`src/rtl/nn_seq_pkg.sv`:
```
// Shared FSM state and mode encodings for the neuron operand sequencer.
package nn_seq_pkg;

  typedef enum logic {
    ST_IDLE   = 1'b0,
    ST_STREAM = 1'b1
  } state_e;

  localparam logic MODE_SEQ    = 1'b0;
  localparam logic MODE_SINGLE = 1'b1;

endpackage

```
`src/rtl/nn_operand_select.sv`:
```
// Combinational lane picker: lane value, bias at index N_IN, zero plus error above it.
// Zero latency, no flow control.
module nn_operand_select
  import nn_seq_pkg::*;
#(
  parameter int WIDTH    = 7,
  parameter int N_IN     = 4,
  parameter int BIAS_VAL = 1,
  parameter int SELW     = $clog2(N_IN + 1)
) (
  input  logic [N_IN*WIDTH-1:0] hold_i,
  input  logic [SELW-1:0]       idx_i,
  output logic [WIDTH-1:0]      data_o,
  output logic                  err_o
);

  localparam logic [WIDTH-1:0] BIAS_W = WIDTH'(BIAS_VAL);

  always_comb begin
    data_o = '0;
    err_o  = 1'b0;
    if (idx_i == SELW'(N_IN)) begin
      data_o = BIAS_W;
    end else if (idx_i > SELW'(N_IN)) begin
      err_o = 1'b1;
    end
    for (int i = 0; i < N_IN; i++) begin
      if (idx_i == SELW'(i)) begin
        data_o = hold_i[i*WIDTH +: WIDTH];
      end
    end
  end

endmodule

```
`src/rtl/nn_operand_sequencer.sv`:
```
// Streams captured operands (plus bias) one per beat to the neuron MAC, or one chosen operand.
// First beat 1 cycle after accepted start; beats hold while out_ready is low, start ignored while busy.
module nn_operand_sequencer
  import nn_seq_pkg::*;
#(
  parameter  int WIDTH    = 7,
  parameter  int N_IN     = 4,
  parameter  int BIAS_VAL = 1,
  localparam int SELW     = $clog2(N_IN + 1)
) (
  input  logic                  clk,
  input  logic                  rst,
  input  logic                  start,
  input  logic                  mode,
  input  logic [SELW-1:0]       sel,
  input  logic [N_IN*WIDTH-1:0] din,
  output logic                  out_valid,
  input  logic                  out_ready,
  output logic [WIDTH-1:0]      out_data,
  output logic [SELW-1:0]       out_idx,
  output logic                  out_last,
  output logic                  out_err,
  output logic                  busy
);

  state_e                  state_q;
  logic [N_IN*WIDTH-1:0]   hold_q;
  logic                    out_valid_q;
  logic [WIDTH-1:0]        out_data_q;
  logic [SELW-1:0]         out_idx_q;
  logic                    out_last_q;
  logic                    out_err_q;
  logic                    busy_q;

  logic [N_IN*WIDTH-1:0]   pick_src_d;
  logic [SELW-1:0]         pick_idx_d;
  logic                    pick_last_d;
  logic [WIDTH-1:0]        pick_data;
  logic                    pick_err;
  logic                    handshake;

  assign handshake = out_valid_q && out_ready;

  // The picker always computes the *next* beat: from din in IDLE so the first beat
  // lands one edge after start, from the holding register afterwards.
  always_comb begin
    pick_src_d  = hold_q;
    pick_idx_d  = out_idx_q + SELW'(1);
    pick_last_d = (pick_idx_d == SELW'(N_IN));
    if (state_q == ST_IDLE) begin
      pick_src_d  = din;
      pick_idx_d  = (mode == MODE_SINGLE) ? sel : '0;
      pick_last_d = (mode == MODE_SINGLE);
    end
  end

  nn_operand_select #(
    .WIDTH    (WIDTH),
    .N_IN     (N_IN),
    .BIAS_VAL (BIAS_VAL),
    .SELW     (SELW)
  ) u_select (
    .hold_i (pick_src_d),
    .idx_i  (pick_idx_d),
    .data_o (pick_data),
    .err_o  (pick_err)
  );

  always_ff @(posedge clk) begin
    if (rst) begin
      state_q     <= ST_IDLE;
      hold_q      <= '0;
      out_valid_q <= 1'b0;
      out_data_q  <= '0;
      out_idx_q   <= '0;
      out_last_q  <= 1'b0;
      out_err_q   <= 1'b0;
      busy_q      <= 1'b0;
    end else begin
      case (state_q)
        ST_IDLE: begin
          if (start) begin
            state_q     <= ST_STREAM;
            hold_q      <= din;
            busy_q      <= 1'b1;
            out_valid_q <= 1'b1;
            out_data_q  <= pick_data;
            out_idx_q   <= pick_idx_d;
            out_last_q  <= pick_last_d;
            out_err_q   <= pick_err;
          end
        end
        ST_STREAM: begin
          if (handshake) begin
            if (out_last_q) begin
              state_q     <= ST_IDLE;
              busy_q      <= 1'b0;
              out_valid_q <= 1'b0;
              out_data_q  <= '0;
              out_idx_q   <= '0;
              out_last_q  <= 1'b0;
              out_err_q   <= 1'b0;
            end else begin
              out_data_q  <= pick_data;
              out_idx_q   <= pick_idx_d;
              out_last_q  <= pick_last_d;
              out_err_q   <= pick_err;
            end
          end
        end
        default: state_q <= ST_IDLE;
      endcase
    end
  end

  assign out_valid = out_valid_q;
  assign out_data  = out_data_q;
  assign out_idx   = out_idx_q;
  assign out_last  = out_last_q;
  assign out_err   = out_err_q;
  assign busy      = busy_q;

endmodule

```
`config.mk`:
```
export PLATFORM = sky130hd
export DESIGN_NAME = nn_operand_sequencer
export DESIGN_NICKNAME = d
export VERILOG_FILES = /design/src/rtl/nn_seq_pkg.sv /design/src/rtl/nn_operand_select.sv /design/src/rtl/nn_operand_sequencer.sv
export SDC_FILE = /design/constraint.sdc
export NUM_CORES = 1
export LEC_CHECK = 0
export BUFFER_PORTS_ARGS = -buffer_cell sky130_fd_sc_hd__buf_2
export CAP_MARGIN = 5
export CORE_UTILIZATION = 40
export DETAILED_ROUTE_END_ITERATION = 6
export PLACE_DENSITY = 0.7
export SLEW_MARGIN = 30
export SYNTH_ARGS = -nofsm -noshare
export SYNTH_HDL_FRONTEND = slang
export SYNTH_SLANG_ARGS = --single-unit
```
`constraint.sdc`:
```
create_clock -name clk -period 2.6 [get_ports clk]
set_input_delay 0.52 -clock clk [delete_from_list [all_inputs] [get_ports clk]]
set_output_delay 0.52 -clock clk [all_outputs]
set_load 0.02 [all_outputs]
```
Word-level counts from Yosys, hierarchy flattened
Index checks and enable logic that the tools add are counted.

Logic and storage cells: 58. Output and inout bits: 14. Flip-flop bits (word level): 42. Input bits: 36.

Reductions and logical operators: 5. Bitwise gates (word level): 1. Magnitude comparators: 1. Mux-type cells: 35. Equality and inequality tests: 8. $add $sub $neg: 1.

Operator list (number): two-way mux 7 bit (7); two-way mux 28 bit (1); two-way mux 1 bit (16); two-way mux 3 bit (5); case mux 7 bit (2 select lines) (1); case mux 1 bit (2 select lines) (4); equality test 3 x 2 -> 1 bit (second input constant) (2); equality test 3 bit (second input constant) (2); case mux 3 bit (2 select lines) (1); inequality test 2 x 1 -> 1 bit (second input constant) (2); AND reduction 2 bit (2); adder 3 x 1 -> 3 bit (second input constant) (1); equality test 3 x 1 -> 1 bit (second input constant) (1); greater-than comparator 3 bit (second input constant) (1); zero test 3 bit (1); AND reduction 3 bit (1); inequality test 2 bit (second input constant) (1); logical AND 1 bit (1); inverter 1 bit (1).

Logic depth before layout (Yosys ltp)
Gate-level depths: netlist of the first run.

Depth in word-level cells: 11. Gate-level depth with buffers: 7. Gate-level depth less buffers: 6.

Hierarchy
From an unflattened synthesis of the first run, not the netlist that was laid out.

Cell total of the unflattened synthesis: 260. Area total of the unflattened synthesis: 2230.9 µm².

Modules (own cells, without submodules): nn_operand_sequencer (seq. area each 840.8 µm², cells an instance 231, area an instance 1985.7 µm², times used 1); nn_operand_select (seq. area each 0.0 µm², cells an instance 29, area an instance 245.2 µm², times used 1).

Worst setup path before layout of the first run
OpenSTA, ideal clock, no wires.

Kind: register to register. From: register out_idx_q[0], in the netlist out_idx[0]. To: register out_data_q[0], in the netlist out_data[0]. Clock period less this slack: 1.908 ns. Setup time: 0.117 ns. Stages on the path, launching flop included: 8. Slack: 0.692 ns. Required time: 2.483 ns. Arrival time: 1.790 ns. Path buffers: 1. Cell sequence: dfxtp_1 -> ha_1 -> nand2_1 -> and2_1 -> buf_6 -> a22o_1 -> a211o_1 -> a32o_1.

Cells in the longest elaborated chain, start to end: 11. Elaborated cells on any way between the ends: 16. Those cells by class: add/sub: 1; eq/ne: 4; mux: 10; reduce/logical: 1.

RTL lines: from (decl) (line nn_operand_sequencer.sv:30) `logic [SELW-1:0] out_idx_q;`; from (signal assigned) (line nn_operand_sequencer.sv:88) `out_idx_q <= pick_idx_d;`; from (signal assigned) (line nn_operand_sequencer.sv:105) `out_idx_q <= pick_idx_d;`; adder 3 x 1 -> 3 bit * (line nn_operand_sequencer.sv:48) `pick_idx_d = out_idx_q + SELW'(1);`; two-way mux 3 bit * (line nn_operand_sequencer.sv:50) `if (state_q == ST_IDLE) begin`; equality test 3 bit (line nn_operand_select.sv:22) `if (idx_i == SELW'(N_IN)) begin`; two-way mux 1 bit (line nn_operand_select.sv:22); two-way mux 7 bit (3 in a row) (line nn_operand_select.sv:28) `if (idx_i == SELW'(i)) begin`; two-way mux 7 bit * (line nn_operand_select.sv:28); two-way mux 7 bit (line nn_operand_sequencer.sv:95) `if (out_last_q) begin`; two-way mux 7 bit (line nn_operand_sequencer.sv:94) `if (handshake) begin`; case mux 7 bit (2 select lines) * (line nn_operand_sequencer.sv:80) `case (state_q)`; to (signal assigned) (line nn_operand_sequencer.sv:87) `out_data_q <= pick_data;`; to (signal assigned) (line nn_operand_sequencer.sv:104) `out_data_q <= pick_data;`; to (decl) (line nn_operand_sequencer.sv:29) `logic [WIDTH-1:0] out_data_q;`.

Every way passes the cells marked *; elsewhere a longest branch is shown, timed or not. The select of a mux whose other input is x is not followed. A chain may end at the register's enable or synchronous reset.

Final worst setup path of the first run
From: register state_q. To: register out_data_q[0], in the netlist out_data[0].

Cells in the longest elaborated chain, start to end: 10. Elaborated cells on any way between the ends: 20. Those cells by class: eq/ne: 6; mux: 11; bitwise: 1; reduce/logical: 2.

RTL lines: from (decl) (line nn_operand_sequencer.sv:26) `state_e state_q;`; from (signal assigned) (line nn_operand_sequencer.sv:71) `state_q <= ST_IDLE;`; from (signal assigned) (line nn_operand_sequencer.sv:83) `state_q <= ST_STREAM;`; from (signal assigned) (line nn_operand_sequencer.sv:96) `state_q <= ST_IDLE;`; two-way mux 3 bit (line nn_operand_sequencer.sv:50); equality test 3 bit (line nn_operand_select.sv:22); two-way mux 1 bit (line nn_operand_select.sv:22); two-way mux 7 bit (4 in a row) (line nn_operand_select.sv:28); two-way mux 7 bit (line nn_operand_sequencer.sv:95); two-way mux 7 bit (line nn_operand_sequencer.sv:94); case mux 7 bit (2 select lines) (line nn_operand_sequencer.sv:80).

Parallel ways exist; a longest one is shown, timed or not. The select of a mux whose other input is x is not followed.

==> flow_metrics.tcl, run 1 <==
set metrics [dict create \
    status "complete, no violations" \
    setup_tns_ps 0 \
    worst-setup-path-type "reg2reg" \
    cp_slowest_cell "dfxtp_1" \
    nNetsFinal 345 \
    grt_start_max_net_pins 26 \
    synthesis.nets 300 \
    period_minus_slack_ps 2230 \
    critical_path_required_ps 2790 \
    cts_resized 0 \
    powerDensity_nw_per_um2 575 \
    vdd_drop_max_mv 0.293 \
    clock-sinks 42 \
    maxSlewHeadroom_pct 47.2 \
    rr_endpoint "out_data[0]$_SDFFE_PP0P_" \
    syn_inst 262 \
    antenna_found_initial 0 \
    reg2reg_setup_slack_ps 370 \
    track_usage_pct 20.2 \
    rr_startpoint "state_q$_SDFF_PP0_" \
    path_delay_family "flip-flops" \
    clk_latency_ps 290 \
    holdPathEnd "hold_q[15]$_SDFFE_PP0P_" \
    synth_commonest_cells "nand2_1, dfxtp_1, a21oi_1" \
    netSwitchingPower_mw 0.433 \
    p_seq_share_pct 50.2 \
    layout-drive-gt1-share_pct 25.1 \
    vias_per_cell 5.22 \
    p_leak_nw 1.05 \
    die_area_sq_um 5630 \
    drc 0 \
    wl_um 5100 \
    vias 1968 \
    core_area_sq_um 5110 \
    skew_ps 4.30 \
    syn2layout_area_growth_pct 17.7 \
    cp_max_fo 19 \
    clk_pin_slew_ps 80 \
    yosysTopAreaCell "dfxtp_1" \
    cp_slowest_stage_delay_ps 840 \
    ys_ff_latch 42 \
    num_io_pins 50 \
    switching_share_pct 29.9 \
    yosysWarnings 0 \
    reg2reg_depth 5 \
    p_int_mw 1.01 \
    hold_path_class "reg2reg" \
    setup_viol_count_final 0 \
    synth-xor-area-share_pct 0.410 \
    rsz0062_at_grt "no" \
    ctsHoldBuffers 0 \
    synth_top_family_by_area "simple AND/OR/NAND/NOR gates" \
    numPortBuffers 49 \
    power_frac_clock_pct 27.6 \
    fmax_mhz 449 \
    hold_depth 2 \
    synth_most_common_cell "nand2_1" \
    grt_pass1_vias 1794 \
    cts_buffer_depth 2 \
    start_util_pct 41.8 \
    wl_per_cell_um 13.5 \
    synth-main-ff-cell "dfxtp_1" \
    worst-path-buf-inv 0 \
    drv_cap 0 \
    synth_fa_ha_area_share_pct 1.17 \
    crit_chain "nand2_1, and2_1, a22o_1, a211o_1, a32o_1" \
    total_power_mw 1.45 \
    ys_top_cells_by_area "dfxtp_1, nand2_1, mux2i_1" \
    min_from "hold_q[15]$_SDFFE_PP0P_" \
    critPathLaunchType "flip-flop" \
    rows 26 \
    synth_compound_area_share_pct 19.4 \
    dr.pass1.iters 4 \
    synth_top_area_share_pct 39.4 \
    h-tree-depth 2 \
    cts_setup_buffers 0 \
    grt_pass1_wl_um 8510 \
    netlist_area_sq_um 2130 \
    muxShareOfSynthArea_pct 14.9 \
    tightest_slew_ps 791 \
    synthDistinctLibCells 35 \
    end_kind "flip-flop" \
    synthSimpleGateAreaFrac_pct 20.2 \
    avgSynthCellArea_sq_um 8.15 \
    gr-total-overflow 0 \
    power_frac_comb_pct 22.2 \
    ant_nets 0 \
    postSynth.asyncResetShare_pct 0 \
    clk_root_buffer_cell "clkbuf_8" \
    fin_crit_sh_pct 85.6 \
    hold_violations 0 \
    n_antenna_cell 0 \
    place_congestion 0.800 \
    initialDrtViolationCount 105 \
    die_y_um 75.1 \
    hpwlAfterDp_um 3700 \
    slew_viol_final 0 \
    cts_made_buffers 5 \
    synth_seq_area_share_pct 39.4 \
    die_x_um 75.1 \
    cts_tree "built" \
    worstPathArrival_ps 2420 \
    synth_edf_count 0 \
]
-- worst max-delay path by stage --
stage          cells past startpoint                     from                        to  slack, ps
2_1_floorplan                      7  out_idx[0]$_SDFFE_PP0P_  out_data[0]$_SDFFE_PP0P_        690
6_report                           5       state_q$_SDFF_PP0_  out_data[0]$_SDFFE_PP0P_        370
4_1_cts                            5       state_q$_SDFF_PP0_  out_data[0]$_SDFFE_PP0P_        390
3_5_place_dp                       5       state_q$_SDFF_PP0_  out_data[0]$_SDFFE_PP0P_        410
3_3_place_gp                       6                     mode  out_data[1]$_SDFFE_PP0P_        490
5_1_grt                            5       state_q$_SDFF_PP0_  out_data[0]$_SDFFE_PP0P_        250
-- routing by layer --
layer  part of all wire, %  GRT usage (%)  up-vias
met2                    43           31.5       64
met1                    49           28.0      898
li1                      -              -      999
met5                     0              0        -
met4                   1.3           6.29        0
met3                   6.0           3.88        7
-- sequential cells by signal, indices dropped and copies added, names as in the netlist --
register	cells
out_last	1
out_err	1
busy	1
hold_q	28
out_idx	3
out_data	7
state_q	1
-- area by class of cell --
cell class	count	area [sq um]
multi-input cells	200	1200
fillers	530	2590
inverters	1	3.75
flip-flops and latches	42	841
repair buffers	57	305
clock buffers	7	76.3
well taps	70	87.6
-- through the flow --
| stage | util (%) | instance area, sq um | std cells | hold WS (ps) | setup WS [ps] |
|---|---|---|---|---|---|
| after CTS | 49.2 | 2510 | 377 | 456 | 389 |
| after global routing | 49.2 | 2510 | 377 | 459 | 252 |
| after detailed placement | 47.7 | 2440 | 370 | 446 | 412 |
| final | 49.2 | 2510 | 377 | 456 | 373 |
| after global placement | 47.7 | 2440 | 370 | 441 | 493 |
| after floorplan | - | 2130 | 262 | 433 | 692 |
-- worst register-to-register path: cells and delay by family, from the launching register on --
family           cells  cell delay (ps)
AO/OA/AOI/OAI        3              790
flip-flops           1              840
AND/OR/NAND/NOR      2              490
-- cells by family (layout without fill, tap and decap cells) --
kind of cell / Yosys count / in the layout
xor+xnor: 1 / 1
simple gates: 99 / 99
mux: 30 / 30
flops: 42 / 42
buf+inv: 20 / 65
compound gates: 68 / 68
fa+ha+maj: 2 / 2
-- cells in the final DEF (no fill, tap or decap), types with 3 or more instances in the layout --
cell type / netlist / final
clkbuf_8: 0 / 5
a22o_1: 8 / 8
o21ai_1: 3 / 3
buf_2: 3 / 49
a21oi_1: 34 / 34
nand3_1: 8 / 8
nor2_1: 5 / 5
buf_4: 1 / 8
dfxtp_1: 42 / 42
a22oi_1: 5 / 5
mux2_2: 11 / 11
o21ai_0: 7 / 7
nand2_1: 74 / 74
and2_1: 3 / 3
mux2i_1: 18 / 18
-- power by group through the flow --
stage          Clock, mW  Sequential, mW  Combinational, mW
6_report           0.399           0.725              0.321
4_1_cts            0.413           0.724              0.322
3_5_place_dp           0           0.739              0.321
2_1_floorplan          0           0.747              0.209
5_1_grt            0.447           0.731              0.356
3_3_place_gp           0           0.739              0.317
(Power assumes the default switching activity.)
==> run 2, diff against run 1 <==
--- a/config.mk
+++ b/config.mk
@@ -5,11 +5,11 @@
 export SDC_FILE = /design/constraint.sdc
 export NUM_CORES = 1
 export LEC_CHECK = 0
-export BUFFER_PORTS_ARGS = -buffer_cell sky130_fd_sc_hd__buf_2
+export BUFFER_PORTS_ARGS = -buffer_cell sky130_fd_sc_hd__buf_4
 export CAP_MARGIN = 5
-export CORE_UTILIZATION = 40
+export CORE_UTILIZATION = 45
 export DETAILED_ROUTE_END_ITERATION = 6
-export PLACE_DENSITY = 0.7
+export PLACE_DENSITY = 0.77
 export SLEW_MARGIN = 30
 export SYNTH_ARGS = -nofsm -noshare
 export SYNTH_HDL_FRONTEND = slang
==> flow_metrics.tcl, run 2 (synthesized netlist as in run 1, its figures left out) <==
set metrics [dict create \
    hold_path_class "reg2reg" \
    rr_startpoint "state_q$_SDFF_PP0_" \
    reg2reg_setup_slack_ps 500 \
    slew_viol_final 0 \
    critical_path_required_ps 2840 \
    maxSlewHeadroom_pct 53.1 \
    fillCellCount 416 \
    setup_tns_ps 0 \
    hold_depth 2 \
    drc 8 \
    status "finished, violations left" \
    end_kind "flip-flop" \
    largest_register_ff_count 28 \
    clock-sinks 42 \
    final_common_cell "nand2_1" \
    initialDrtViolationCount 141 \
    syn2layout_area_growth_pct 22.9 \
    ctsHoldBuffers 0 \
    wl_met2_um 2380 \
    cts_setup_buffers 0 \
    rr_endpoint "out_data[3]$_SDFFE_PP0P_" \
    grt_start_max_net_pins 38 \
    ant_nets 0 \
    worstPathArrival_ps 2340 \
    fmax_mhz 477 \
    timing.hold.ws_ps 456 \
    violations "DRC" \
    dr.pass1.iters 7 \
    clk_latency_ps 300 \
    grt_pass1_vias 1751 \
    cts_made_buffers 5 \
    p_leak_nw 1.08 \
    switching_share_pct 27.5 \
    setup_viol_count_final 0 \
    grt_pass1_wl_um 8210 \
    dr_wl_met3_um 232 \
    wl_um 5060 \
    netSwitchingPower_mw 0.438 \
    power_frac_clock_pct 33.2 \
    critPathLaunchType "flip-flop" \
    n_antenna_cell 0 \
    p_int_mw 1.15 \
    cp_max_fo 17 \
    final_cell_mix "nand2_1, buf_4, dfxtp_1, a21oi_1, mux2i_1" \
    fin_crit_sh_pct 80.7 \
    min_from "hold_q[0]$_SDFFE_PP0P_" \
    track_usage_pct 20.7 \
    die_y_um 70.9 \
    cts_tree "built" \
    cts_buffer_depth 2 \
    powerDensity_nw_per_um2 607 \
    wl_met1_um 2400 \
    place_congestion 0.856 \
    core_area_sq_um 4440 \
    rows 24 \
    cts_resized 0 \
    worst-setup-path-type "reg2reg" \
    holdPathEnd "hold_q[0]$_SDFFE_PP0P_" \
    clk_root_buffer_cell "clkbuf_8" \
    p_seq_share_pct 45.4 \
    top_layer "met4" \
    hpwlAfterDp_um 3510 \
    nNetsFinal 341 \
    layout-drive-gt1-share_pct 24.8 \
    vdd_drop_max_mv 0.407 \
    reg2reg_depth 4 \
    h-tree-depth 2 \
    drv_cap 0 \
    num_io_pins 50 \
    skew_ps 7.71 \
    clk_pin_slew_ps 70 \
    die_x_um 70.9 \
    wl_per_cell_um 14.2 \
    vias_per_cell 5.47 \
    rsz0062_at_grt "no" \
    power_frac_comb_pct 21.4 \
    period_minus_slack_ps 2100 \
    top_register "hold_q" \
    numPortBuffers 49 \
    antenna_found_initial 0 \
    hold_violations 0 \
    tightest_slew_ps 702 \
    vias 1943 \
    die_area_sq_um 5020 \
    gr-total-overflow 0 \
    start_util_pct 48.0 \
]
-- run 2: cell count changes in the layout (fill, tap and decap cells not counted), sizes merged --
cell,change
clkbuf,-1
bufinv,+1
buf,-4
-- run 2: cell type report --
| type | instances | area, sq um | area share, % |
|---|---|---|---|
| clock buffers | 6 | 82.6 | 3.15 |
| clock inverters | 1 | 30.0 | 1.14 |
| inverters | 1 | 3.75 | 0.143 |
| multi-input cells | 200 | 1200 | 45.9 |
| flip-flops and latches | 42 | 841 | 32.0 |
| well taps | 52 | 65.1 | 2.48 |
| repair buffers | 53 | 398 | 15.2 |
-- run 2: per-layer routing --
| metal | vias to the layer above | global-route usage [%] |
|---|---|---|
| met4 | 0 | 5.33 |
| met5 | - | 0 |
| met2 | 49 | 34.1 |
| li1 | 991 | - |
| met1 | 897 | 27.6 |
| met3 | 6 | 4.56 |
-- run 2: worst max path at each step --
stage	startpoint	endpoint	slack, ps	cells past startpoint
final	state_q$_SDFF_PP0_	out_data[3]$_SDFFE_PP0P_	500	4
after global routing	state_q$_SDFF_PP0_	out_data[2]$_SDFFE_PP0P_	280	4
after CTS	state_q$_SDFF_PP0_	out_data[6]$_SDFFE_PP0P_	510	4
after detailed placement	mode	out_data[6]$_SDFFE_PP0P_	510	6
after global placement	mode	out_data[1]$_SDFFE_PP0P_	590	6
after floorplan	out_idx[0]$_SDFFE_PP0P_	out_data[0]$_SDFFE_PP0P_	690	7
-- run 2: power by group through the flow --
stage	logic [mW]	clock network (mW)	registers [mW]
final	0.341	0.528	0.723
after global routing	0.374	0.565	0.729
after CTS	0.340	0.536	0.723
after detailed placement	0.339	0	0.738
after global placement	0.333	0	0.737
after floorplan	0.209	0	0.747
-- run 2: critical path, cell delays in order (launching register included) --
cell and delay [ps]:
dfxtp_1 710, nand2b_1 410, nand2_1 260, nor2_1 450
a22o_1 210
-- run 2: through the flow --
stage                     cells  power [mW]  instance area (sq um)  setup slack (ps)  util [%]
final                       355        1.59                   2620               503      59.0
after floorplan             262       0.956                   2130               692         -
after detailed placement    348        1.08                   2510               514      56.5
after CTS                   355        1.60                   2620               509      59.0
after global routing        355        1.67                   2620               284      59.0
after global placement      348        1.07                   2510               589      56.4
